File: src/rtl/eca_engine.sv
// Elementary cellular-automaton engine.
// Holds a WIDTH-cell row and applies any 8-bit Wolfram rule, N generations per
// STEP command, driven from a byte-wide command port with a READ response port.
// Optional feature macro: ECA_WRAP_EN (toroidal row); when it is undefined the
// cells beyond both ends of the row read as 0.
module eca_engine #(
  parameter int         WIDTH        = 16,
  parameter logic [7:0] RULE_DEFAULT = 8'd110
) (
  input  logic        clk,
  input  logic        rst_n,
  input  logic        ena,
  input  logic        cmd_valid,
  output logic        cmd_ready,
  input  logic [1:0]  cmd_op,
  input  logic [7:0]  cmd_data,
  output logic        rsp_valid,
  output logic [7:0]  rsp_data,
  output logic        busy,
  output logic [15:0] gen_count
);

  typedef enum logic {
    S_IDLE = 1'b0,
    S_RUN  = 1'b1
  } state_t;

  localparam logic [1:0] OP_LOAD     = 2'b00;
  localparam logic [1:0] OP_SET_RULE = 2'b01;
  localparam logic [1:0] OP_STEP     = 2'b10;
  localparam logic [1:0] OP_READ     = 2'b11;

  state_t            state_q, state_d;
  logic [WIDTH-1:0]  cells_q, cells_d;
  logic [7:0]        rule_q, rule_d;
  logic [7:0]        rem_q, rem_d;
  logic [15:0]       gen_q, gen_d;
  logic              rsp_valid_q, rsp_valid_d;
  logic [7:0]        rsp_data_q, rsp_data_d;

  logic [WIDTH-1:0]  next_row;
  logic [WIDTH+1:0]  ext;
  logic              bnd_l, bnd_r;
  logic [7:0]        rd_byte;
  logic              accept;

  // Ready is forced low while reset is asserted, even though state already reads IDLE.
  assign cmd_ready = ena & rst_n & (state_q == S_IDLE);
  assign accept    = cmd_valid & cmd_ready;

`ifdef ECA_WRAP_EN
  assign bnd_l = cells_q[0];
  assign bnd_r = cells_q[WIDTH-1];
`else
  assign bnd_l = 1'b0;
  assign bnd_r = 1'b0;
`endif

  // Row padded with its boundary neighbours: ext[i+2]=left, ext[i+1]=self, ext[i]=right.
  assign ext = {bnd_l, cells_q, bnd_r};

  // One generation of the whole row, looked up in the current rule byte.
  always_comb begin
    next_row = '0;
    for (int i = 0; i < WIDTH; i++) begin
      next_row[i] = rule_q[{ext[i+2], ext[i+1], ext[i]}];
    end
  end

  // Byte selected by a READ index; indices past the row return zero.
  always_comb begin
    rd_byte = 8'h00;
    for (int j = 0; j < WIDTH / 8; j++) begin
      if (cmd_data == 8'(j)) begin
        rd_byte = cells_q[8*j +: 8];
      end
    end
  end

  // Next-state logic: command decode in IDLE, generation stepping in RUN.
  always_comb begin
    state_d     = state_q;
    cells_d     = cells_q;
    rule_d      = rule_q;
    rem_d       = rem_q;
    gen_d       = gen_q;
    rsp_data_d  = rsp_data_q;
    rsp_valid_d = 1'b0;
    if (ena) begin
      case (state_q)
        S_IDLE: begin
          if (accept) begin
            case (cmd_op)
              OP_LOAD: begin
                cells_d = {cells_q[WIDTH-9:0], cmd_data};
                gen_d   = 16'd0;
              end
              OP_SET_RULE: rule_d = cmd_data;
              OP_STEP: begin
                if (cmd_data != 8'd0) begin
                  rem_d   = cmd_data;
                  state_d = S_RUN;
                end
              end
              OP_READ: begin
                rsp_valid_d = 1'b1;
                rsp_data_d  = rd_byte;
              end
              default: ;
            endcase
          end
        end
        S_RUN: begin
          cells_d = next_row;
          gen_d   = (gen_q == 16'hFFFF) ? gen_q : gen_q + 16'd1;
          rem_d   = rem_q - 8'd1;
          if (rem_q == 8'd1) begin
            state_d = S_IDLE;
          end
        end
        default: state_d = S_IDLE;
      endcase
    end
  end

  // State registers; reset discards any partial run.
  always_ff @(posedge clk or negedge rst_n) begin
    if (!rst_n) begin
      state_q     <= S_IDLE;
      cells_q     <= {{(WIDTH-1){1'b0}}, 1'b1};
      rule_q      <= RULE_DEFAULT;
      rem_q       <= 8'd0;
      gen_q       <= 16'd0;
      rsp_valid_q <= 1'b0;
      rsp_data_q  <= 8'h00;
    end else begin
      state_q     <= state_d;
      cells_q     <= cells_d;
      rule_q      <= rule_d;
      rem_q       <= rem_d;
      gen_q       <= gen_d;
      rsp_valid_q <= rsp_valid_d;
      rsp_data_q  <= rsp_data_d;
    end
  end

  assign busy      = (state_q == S_RUN);
  assign gen_count = gen_q;
  assign rsp_valid = rsp_valid_q;
  assign rsp_data  = rsp_data_q;

endmodule

File: config.mk
export PLATFORM = sky130hd
export DESIGN_NAME = eca_engine
export DESIGN_NICKNAME = d
export VERILOG_FILES = /design/src/rtl/eca_engine.sv
export SDC_FILE = /design/constraint.sdc
export NUM_CORES = 1
export LEC_CHECK = 0
export BUFFER_PORTS_ARGS = -buffer_cell sky130_fd_sc_hd__buf_2
export CAP_MARGIN = 20
export CORE_ASPECT_RATIO = 0.75
export CORE_MARGIN = 5
export CORE_UTILIZATION = 64
export DETAILED_ROUTE_END_ITERATION = 10
export GPL_TIMING_DRIVEN = 0
export PLACE_DENSITY = 0.86
export SYNTH_ARGS = -nofsm -noshare
export SYNTH_HDL_FRONTEND = slang
export SYNTH_SLANG_ARGS = --single-unit
export TNS_END_PERCENT = 100
File: constraint.sdc
create_clock -name clk -period 3 [get_ports clk]
set_input_delay 0.6 -clock clk [delete_from_list [all_inputs] [get_ports clk]]
set_output_delay 0.6 -clock clk [all_outputs]
set_load 0.02 [all_outputs]
==> results of run 1 <==
-- layout by cell type (no fill, tap or decap), types with 3 or more instances in the layout --
master    instances
dfrtp_1          52
buf_2            51
nand2_1          32
mux2i_1          28
mux4_2           23
clkbuf_1         22
nor2_1           22
o21ai_0          20
a21oi_1          18
a31oi_1          16
inv_1            15
a211oi_1         14
clkbuf_8         12
mux2_2           11
nor3_1           10
or4_1             9
nand3_1           8
o211ai_1          8
nand3b_1          6
o22ai_1           6
dfstp_2           6
o31ai_1           5
nor4_1            5
nand2b_1          5
and3_1            3
buf_1             3
or3_1             3
nor2b_1           3
ha_1              3
-- cell usage after synthesis, types with 3 or more instances --
library cell  number  area (um^2)
a211oi_1          14          105
a21oi_1           18         90.1
a31oi_1           16          100
and3_1             3         18.8
buf_1              3         11.3
buf_2             11         55.1
clkbuf_1          22         82.6
dfrtp_1           52         1300
dfstp_2            6          158
ha_1               3         37.5
inv_1             15         56.3
mux2_2            11          124
mux2i_1           28          280
mux4_2            23          518
nand2_1           32          120
nand2b_1           5         31.3
nand3_1            8         40.0
nand3b_1           6         45.0
nor2_1            22         82.6
nor2b_1            3         18.8
nor3_1            10         50.1
nor4_1             5         31.3
o211ai_1           8         60.1
o21ai_0           20          100
o22ai_1            6         37.5
o31ai_1            5         37.5
or3_1              3         18.8
or4_1              9         67.6
-- power groups by stage --
stage | Sequential, uW | Clock, uW | Combinational, uW
final | 1280 | 861 | 1850
after global routing | 1310 | 912 | 2000
after CTS | 1270 | 866 | 1810
after detailed placement | 1280 | 0 | 1800
after global placement | 1260 | 0 | 1730
after floorplan | 1270 | 0 | 1320
-- how the worst min path moves through the flow --
stage	start	end	slack (ps)
6_report	rst_n	rule_q[7]	210
5_1_grt	rst_n	rule_q[7]	230
4_1_cts	rst_n	rule_q[7]	210
3_5_place_dp	rsp_data[6]	rsp_data[6]	470
3_3_place_gp	rsp_data[7]	rsp_data[7]	460
2_1_floorplan	rst_n	busy	300
-- stage by stage --
step / area [um^2] / setup slack (ps) / TNS (ps) / std cells
finish: 4580 / 342 / 0 / 541
global route: 4580 / 253 / 0 / 541
CTS: 4580 / 373 / 0 / 541
detailed placement: 4340 / 270 / 0 / 525
global placement: 4320 / -83.0 / -1390 / 524
floorplan: 4020 / 935 / 0 / 403
-- per-layer routing --
layer,track usage (%),part of all wire [%],vias to the layer above
li1,-,-,1663
met1,41.6,41,1796
met2,43.3,45,240
met3,9.86,12,32
met4,9.96,2.2,0
met5,0,0,-
-- state kept, by name (all words and copies together), names as in the netlist --
| signal | cells |
|---|---|
| rem_q | 8 |
| rule_q | 8 |
| rsp_data | 8 |
| cells_q | 16 |
| busy | 1 |
| rsp_valid | 1 |
| gen_count | 16 |
-- critical path: stages, from the launching register on --
cell and delay [ps]:
dfrtp_1 430, buf_2 220, inv_2 230, clkbuf_1 430
and3_1 230, buf_2 160
-- area by class of cell --
cell class	instances	area, um^2
well taps	81	101
flip-flops and latches	58	1460
clock inverters	4	72.6
plain buffers	37	156
fillers	468	1610
clock buffers	12	165
multi-input cells	292	2340
repair buffers	41	220
inverters	16	60.1
-- cell families (layout without fill, tap and decap cells) --
| logic type | Yosys count | after routing | synth area share (%) |
|---|---|---|---|
| mux | 62 | 62 | 22.9 |
| buf+inv | 53 | 110 | 5.38 |
| flops | 58 | 58 | 36.3 |
| simple gates | 120 | 120 | 16.3 |
| fa+ha+maj | 3 | 3 | 0.934 |
| compound gates | 107 | 107 | 18.1 |
==> impl_metrics.yaml, run 1 <==
outcome:
  status: "finished clean"
global_routing:
  grt_usage_pct: 29.7
  overflow: 0
  antenna_found_initial: 0
  grt_max_degree: 43
  grt_pass1_vias: 3538
  grt_first_pass_wirelength_um: 18100
timing:
  slew_headroom_pct: 47.8
  worst-slew-pin-transition_ps: 776
  finClkSkew_ps: 8.35
  timing.final.crit_share_pct: 88.6
  whs_ps: 212
  finalHoldViolations: 0
  period_minus_slack_ps: 2660
  finalMaxSlewViolations: 0
  final-setup-viol-count: 0
  grt_setup_unrepaired: "no"
  fmax_mhz: 376
critical_path:
  startpoint: "busy"
  startpoint_type: "register"
  end_kind: "primary output"
  critical_path_peak_fanout: 10
  worst_r2r_startpoint: "busy"
  critPathKind: "register to primary output"
  reg2reg_depth: 5
  required_ps: 2400
  critPathArrivalTime_ps: 2060
  r2r_end: "cells_q[12]"
  r2r_slack_ps: 940
  critPathCapture: "cmd_ready"
die:
  core_area_um2: 6190
  num_rows: 25
  start_util_pct: 64.9
  die_h_um: 78.6
  dieArea_um2: 7980
  die_w_um: 102
  io_pins: 41
yosys:
  avgSynthCellArea_um2: 9.98
  synth_cell_type_count: 57
  postSynthCellCount: 403
  syn_nets: 420
  yosysSeqAreaShare_pct: 36.3
  ys_ff_latch: 58
  synthArstFlopShare_pct: 100
  yosys_warnings: 0
  mappedNetlistArea_um2: 4020
  synth_edf_count: 0
  synthFlopType: "dfrtp_1"
clocking:
  hold_buffers: 0
  insertion_delay_ps: 360
  cts_tree: "yes"
  clk_path_buf_depth: 2
  root_buffer: "clkbuf_8"
  clk_pin_slew_worst_paths_ps: 70
  cts_buffers: 9
  post_cts_buffers: 0
  htree_levels: 3
  clock_sinks: 58
  cts-resized-gates: 0
routing:
  wl_per_cell_um: 20.5
  antenna_left: 0
  drtIter0Drc: 431
  post-route-drc-count: 0
  drt-total-wl_um: 11100
  dr.pass1.iters: 5
  viasPerCell: 6.90
  via_count: 3731
placed_design:
  hpwl_um: 7560
  port_buffers: 40
  gp_congestion: 0.987
power_and_ir_drop:
  leakage_uw: 0.00191
  seqPwrFrac_pct: 32.0
  p_per_area_nw_per_um2: 872
  power.switching_uw: 1650
  clock_power_share_pct: 21.6
  power.internal_uw: 2340
  peakVddDrop_mv: 0.490
  switching_share_pct: 41.4
  p_comb_share_pct: 46.4
  total_power_uw: 3990
flow_run:
  maxCapViolCount: 0
finish:
  area_growth_pct: 13.9
  postLayoutCoreUtil_pct: 73.9
  fin_nets: 472
  layout-drive-gt1-share_pct: 26.5
  antenna_cells: 0
min_path:
  hold_path_class: "input port to async pin"
Power figures use the tool's default switching activity.
==> run 2: changes to the inputs <==
--- a/config.mk
+++ b/config.mk
@@ -13,6 +13,7 @@
 export DETAILED_ROUTE_END_ITERATION = 10
 export GPL_TIMING_DRIVEN = 0
 export PLACE_DENSITY = 0.86
+export REMOVE_ABC_BUFFERS = 1
 export SYNTH_ARGS = -nofsm -noshare
 export SYNTH_HDL_FRONTEND = slang
 export SYNTH_SLANG_ARGS = --single-unit
==> run 2 against run 1 <==
Critical endpoint unchanged. Via count is 3.1% lower. Die area stayed put. Clock-buffer cell count stayed put. Fmax is 0.81% lower.
==> impl_metrics.yaml, run 2 (synthesis gave the netlist of run 1 again) <==
routing:
  post-route-drc-count: 0
  dr.pass1.iters: 5
  drt-total-wl_um: 10500
  viasPerCell: 7.13
  drtIter0Drc: 302
  via_count: 3614
  wl_per_cell_um: 20.7
  antenna_left: 0
power_and_ir_drop:
  p_per_area_nw_per_um2: 832
  leakage_uw: 0.00182
  total_power_uw: 3670
  peakVddDrop_mv: 0.541
critical_path:
  critical_path_peak_fanout: 28
  startpoint_type: "register"
  critPathKind: "register to primary output"
  slowest_stage: "dfrtp_1"
  crit_buf_inv: 3
  critPathArrivalTime_ps: 2080
  crit_family: "buffers and inverters"
  end_kind: "primary output"
  required_ps: 2400
  slowest_delay_ps: 610
  crit_chain: "buf_16 -> inv_2 -> and3_1 -> buf_2"
finish:
  final-seq-area_um2: 1460
  fin_nets: 438
  area_growth_pct: 9.62
  final_area_um2: 4410
  final_common_cell: "dfrtp_1"
  multi_input_area_um2: 2340
  antenna_cells: 0
  layout-drive-gt1-share_pct: 26.3
  fillCellCount: 454
  finalNonFillerCells: 507
  layout_common_cells: "dfrtp_1, buf_2, nand2_1"
clocking:
  cts-resized-gates: 0
  post_cts_buffers: 0
  cts_buffers: 9
  insertion_delay_ps: 340
  htree_levels: 3
  clock_sinks: 58
  cts_tree: "yes"
  clk_pin_slew_worst_paths_ps: 70
  hold_buffers: 0
  clk_path_buf_depth: 2
  root_buffer: "clkbuf_8"
global_routing:
  overflow: 0
  grt_pass1_vias: 3403
  antenna_found_initial: 0
  grt_max_degree: 34
  grt_first_pass_wirelength_um: 17400
  grt_usage_pct: 27.9
die:
  num_rows: 25
  die_h_um: 78.6
  core_area_um2: 6190
  die_w_um: 102
  dieArea_um2: 7980
  io_pins: 41
  start_util_pct: 64.9
min_path:
  hold_path_class: "input port to async pin"
timing:
  worst-slew-pin-transition_ps: 1080
  timing.final.crit_share_pct: 89.3
  finalHoldViolations: 0
  final-setup-viol-count: 0
  finClkSkew_ps: 8.85
  period_minus_slack_ps: 2680
  slew_headroom_pct: 28.3
  finalMaxSlewViolations: 0
  fmax_mhz: 373
  fin_setup_tns_ps: 0
  whs_ps: 293
  grt_setup_unrepaired: "no"
placed_design:
  placed_cells: 490
  gp_congestion: 0.817
  hpwl_um: 6900
  postPlaceCellArea_um2: 4220
  port_buffers: 40
flow_run:
  maxCapViolCount: 0
outcome:
  status: "finished clean"
-- run 2: final timing paths --
path	end	startpoint	slack (ps)	cells past startpoint
max in group asynchronous	rule_q[2]	rst_n	2020	2
min	rem_q[4]	rst_n	290	1
min in group clk	rsp_data[7]	rsp_data[7]	480	2
min reg2reg	rsp_data[7]	rsp_data[7]	480	2
max reg2reg	gen_count[12]	busy	520	6
max	cmd_ready	busy	320	4
-- run 2: cell type report --
class | count | share of cell area (%)
Inverter | 16 | 1.36
Timing Repair Buffer | 44 | 5.91
Clock inverter | 4 | 0.596
Multi-Input combinational cell | 292 | 53.2
Clock buffer | 12 | 3.52
Tap cell | 81 | 2.30
Sequential cell | 58 | 33.1
-- run 2: report_power, final --
part | switching (uW) | total [uW] | internal, uW
logic | 638 | 1390 | 755
registers | 585 | 1600 | 1010
clock network | 332 | 676 | 344
-- run 2: metrics by stage --
step	worst slack [ps]	util (%)
floorplan	512	-
global placement	-693	67.3
detailed placement	-21.3	68.1
CTS	227	71.1
global route	102	71.2
finish	321	71.2
-- run 2: metal layers --
layer	vias up	share of wire, %	global-route usage (%)
met5	-	0	0
met4	0	1.4	7.04
met3	23	9.6	6.48
met2	232	47	44.1
met1	1770	42	38.9
li1	1589	-	-
==> run 3: changes to the inputs <==
--- a/config.mk
+++ b/config.mk
@@ -6,13 +6,12 @@
 export NUM_CORES = 1
 export LEC_CHECK = 0
 export BUFFER_PORTS_ARGS = -buffer_cell sky130_fd_sc_hd__buf_2
-export CAP_MARGIN = 20
 export CORE_ASPECT_RATIO = 0.75
 export CORE_MARGIN = 5
-export CORE_UTILIZATION = 64
+export CORE_UTILIZATION = 35
 export DETAILED_ROUTE_END_ITERATION = 10
+export GPL_ROUTABILITY_DRIVEN = 1
 export GPL_TIMING_DRIVEN = 0
-export PLACE_DENSITY = 0.86
 export REMOVE_ABC_BUFFERS = 1
 export SYNTH_ARGS = -nofsm -noshare
 export SYNTH_HDL_FRONTEND = slang
==> run 3 against run 2 <==
Setup slack gained 22 ps. Non-clock buffer count decreased by 4. Utilization fell by 30 points. Sequential power hardly changed. Flip-flop and latch count unchanged. Critical path type unchanged. Via count is 3.9% lower. Hold slack better by 44 ps. Cell area rose by 2.9%.
==> impl_metrics.yaml, run 3 (synthesis gave the netlist of run 1 again) <==
outcome:
  status: "finished clean"
power_and_ir_drop:
  p_per_area_nw_per_um2: 869
  leakage_uw: 0.00184
  power.switching_uw: 1580
  clock_power_share_pct: 25.0
  switching_share_pct: 40.1
  p_comb_share_pct: 33.6
  power.internal_uw: 2360
  peakVddDrop_mv: 0.371
  seqPwrFrac_pct: 41.4
global_routing:
  grt_max_degree: 62
  grt_first_pass_wirelength_um: 18500
  overflow: 0
  antenna_found_initial: 0
  grt_pass1_vias: 3437
  grt_usage_pct: 17.0
placed_design:
  post-place-ws_ps: -950
  postPlaceCellArea_um2: 4240
  gp_congestion: 0.793
  hpwl_um: 7100
  placed_cells: 546
  port_buffers: 40
routing:
  viasPerCell: 6.18
  wl_per_cell_um: 19.6
  via_count: 3473
  drt-total-wl_um: 11000
  post-route-drc-count: 0
  drtIter0Drc: 370
  antenna_left: 0
  dr.pass1.iters: 5
timing:
  period_minus_slack_ps: 2660
  timing.final.crit_share_pct: 88.6
  final-setup-viol-count: 0
  worst-slew-pin-transition_ps: 966
  whs_ps: 337
  finalHoldViolations: 0
  fmax_mhz: 376
  fin_setup_tns_ps: 0
  fin_ws_ps: 343
  finalMaxSlewViolations: 0
  finClkSkew_ps: 8.24
  slew_headroom_pct: 35.1
  grt_setup_unrepaired: "no"
critical_path:
  startpoint_type: "register"
  critical_path_peak_fanout: 32
  worst_r2r_startpoint: "busy"
  critPathKind: "register to primary output"
  startpoint: "busy"
  required_ps: 2400
  critPathArrivalTime_ps: 2060
  end_kind: "primary output"
die:
  io_pins: 41
  num_rows: 33
  start_util_pct: 36.3
  dieArea_um2: 13800
  die_w_um: 134
  die_h_um: 103
  core_area_um2: 11100
clocking:
  clk_pin_slew_worst_paths_ps: 50
  clock_sinks: 58
  insertion_delay_ps: 340
  root_buffer: "clkbuf_16"
  htree_levels: 3
  cts_buffers: 9
  post_cts_buffers: 0
  clk_path_buf_depth: 2
  cts_tree: "yes"
  hold_buffers: 0
finish:
  multi_input_area_um2: 2350
  final-seq-area_um2: 1460
  area_growth_pct: 12.8
  final_common_cell: "dfrtp_1"
  finalNonFillerCells: 562
  final_area_um2: 4540
  fin_nets: 434
  layout_common_cells: "dfrtp_1, buf_2, nand2_1"
  antenna_cells: 0
  layout-drive-gt1-share_pct: 26.3
  fillCellCount: 1089
min_path:
  hold_path_class: "input port to async pin"
flow_run:
  maxCapViolCount: 0
run 3: worst max-delay path, stage by stage, from the launching register on:
cell	delay, ps
dfrtp_2	830
inv_2	450
and3_1	260
buf_2	150
run 3: worst paths after layout:
path,to,slack (ps),depth (start not counted)
hold reg to reg,rsp_data[5],480,2
hold / removal,gen_count[7],340,1
setup / recovery,cmd_ready,340,3
min in group clk,rsp_data[5],480,2
max in group asynchronous,busy,2070,1
setup reg to reg,gen_count[0],510,4
run 3: what timing repair did:
item | 4_1_cts | 5_1_grt
pin swaps | 0 | 0
gates resized for setup | 3 | 3
setup endpoints to repair | 33 | 10
endpoints found under the hold margin | 0 | 0
run 3: per-stage QoR:
step           utilization, %  total power (uW)
6_report                 41.0              3940
5_1_grt                  41.0              4210
4_1_cts                  40.9              3960
3_5_place_dp             38.3              2960
3_3_place_gp             38.3              2890
2_1_floorplan               -              2500
run 3: power by group through the flow:
| stage | Sequential, uW | Clock [uW] | Combinational (uW) |
|---|---|---|---|
| after floorplan | 1510 | 0 | 991 |
| after global placement | 1610 | 0 | 1280 |
| after detailed placement | 1630 | 0 | 1320 |
| after CTS | 1630 | 1010 | 1330 |
| after global routing | 1710 | 1030 | 1470 |
| final | 1630 | 985 | 1330 |
run 3: layer usage:
layer | wire length (um) | global-route usage (%) | part of all wire [%]
met2 | 5130 | 27.3 | 46
met5 | 0 | 0 | 0
met4 | 161 | 5.53 | 1.5
met1 | 5100 | 23.0 | 46
met3 | 656 | 3.85 | 5.9
run 3: final cells by class:
| cell class | count | share of cell area [%] |
|---|---|---|
| flip-flops and latches | 58 | 32.2 |
| clock buffers | 14 | 6.04 |
| well taps | 140 | 3.86 |
| clock inverters | 2 | 0.221 |
| multi-input cells | 292 | 51.9 |
| repair buffers | 40 | 4.47 |
| inverters | 16 | 1.32 |
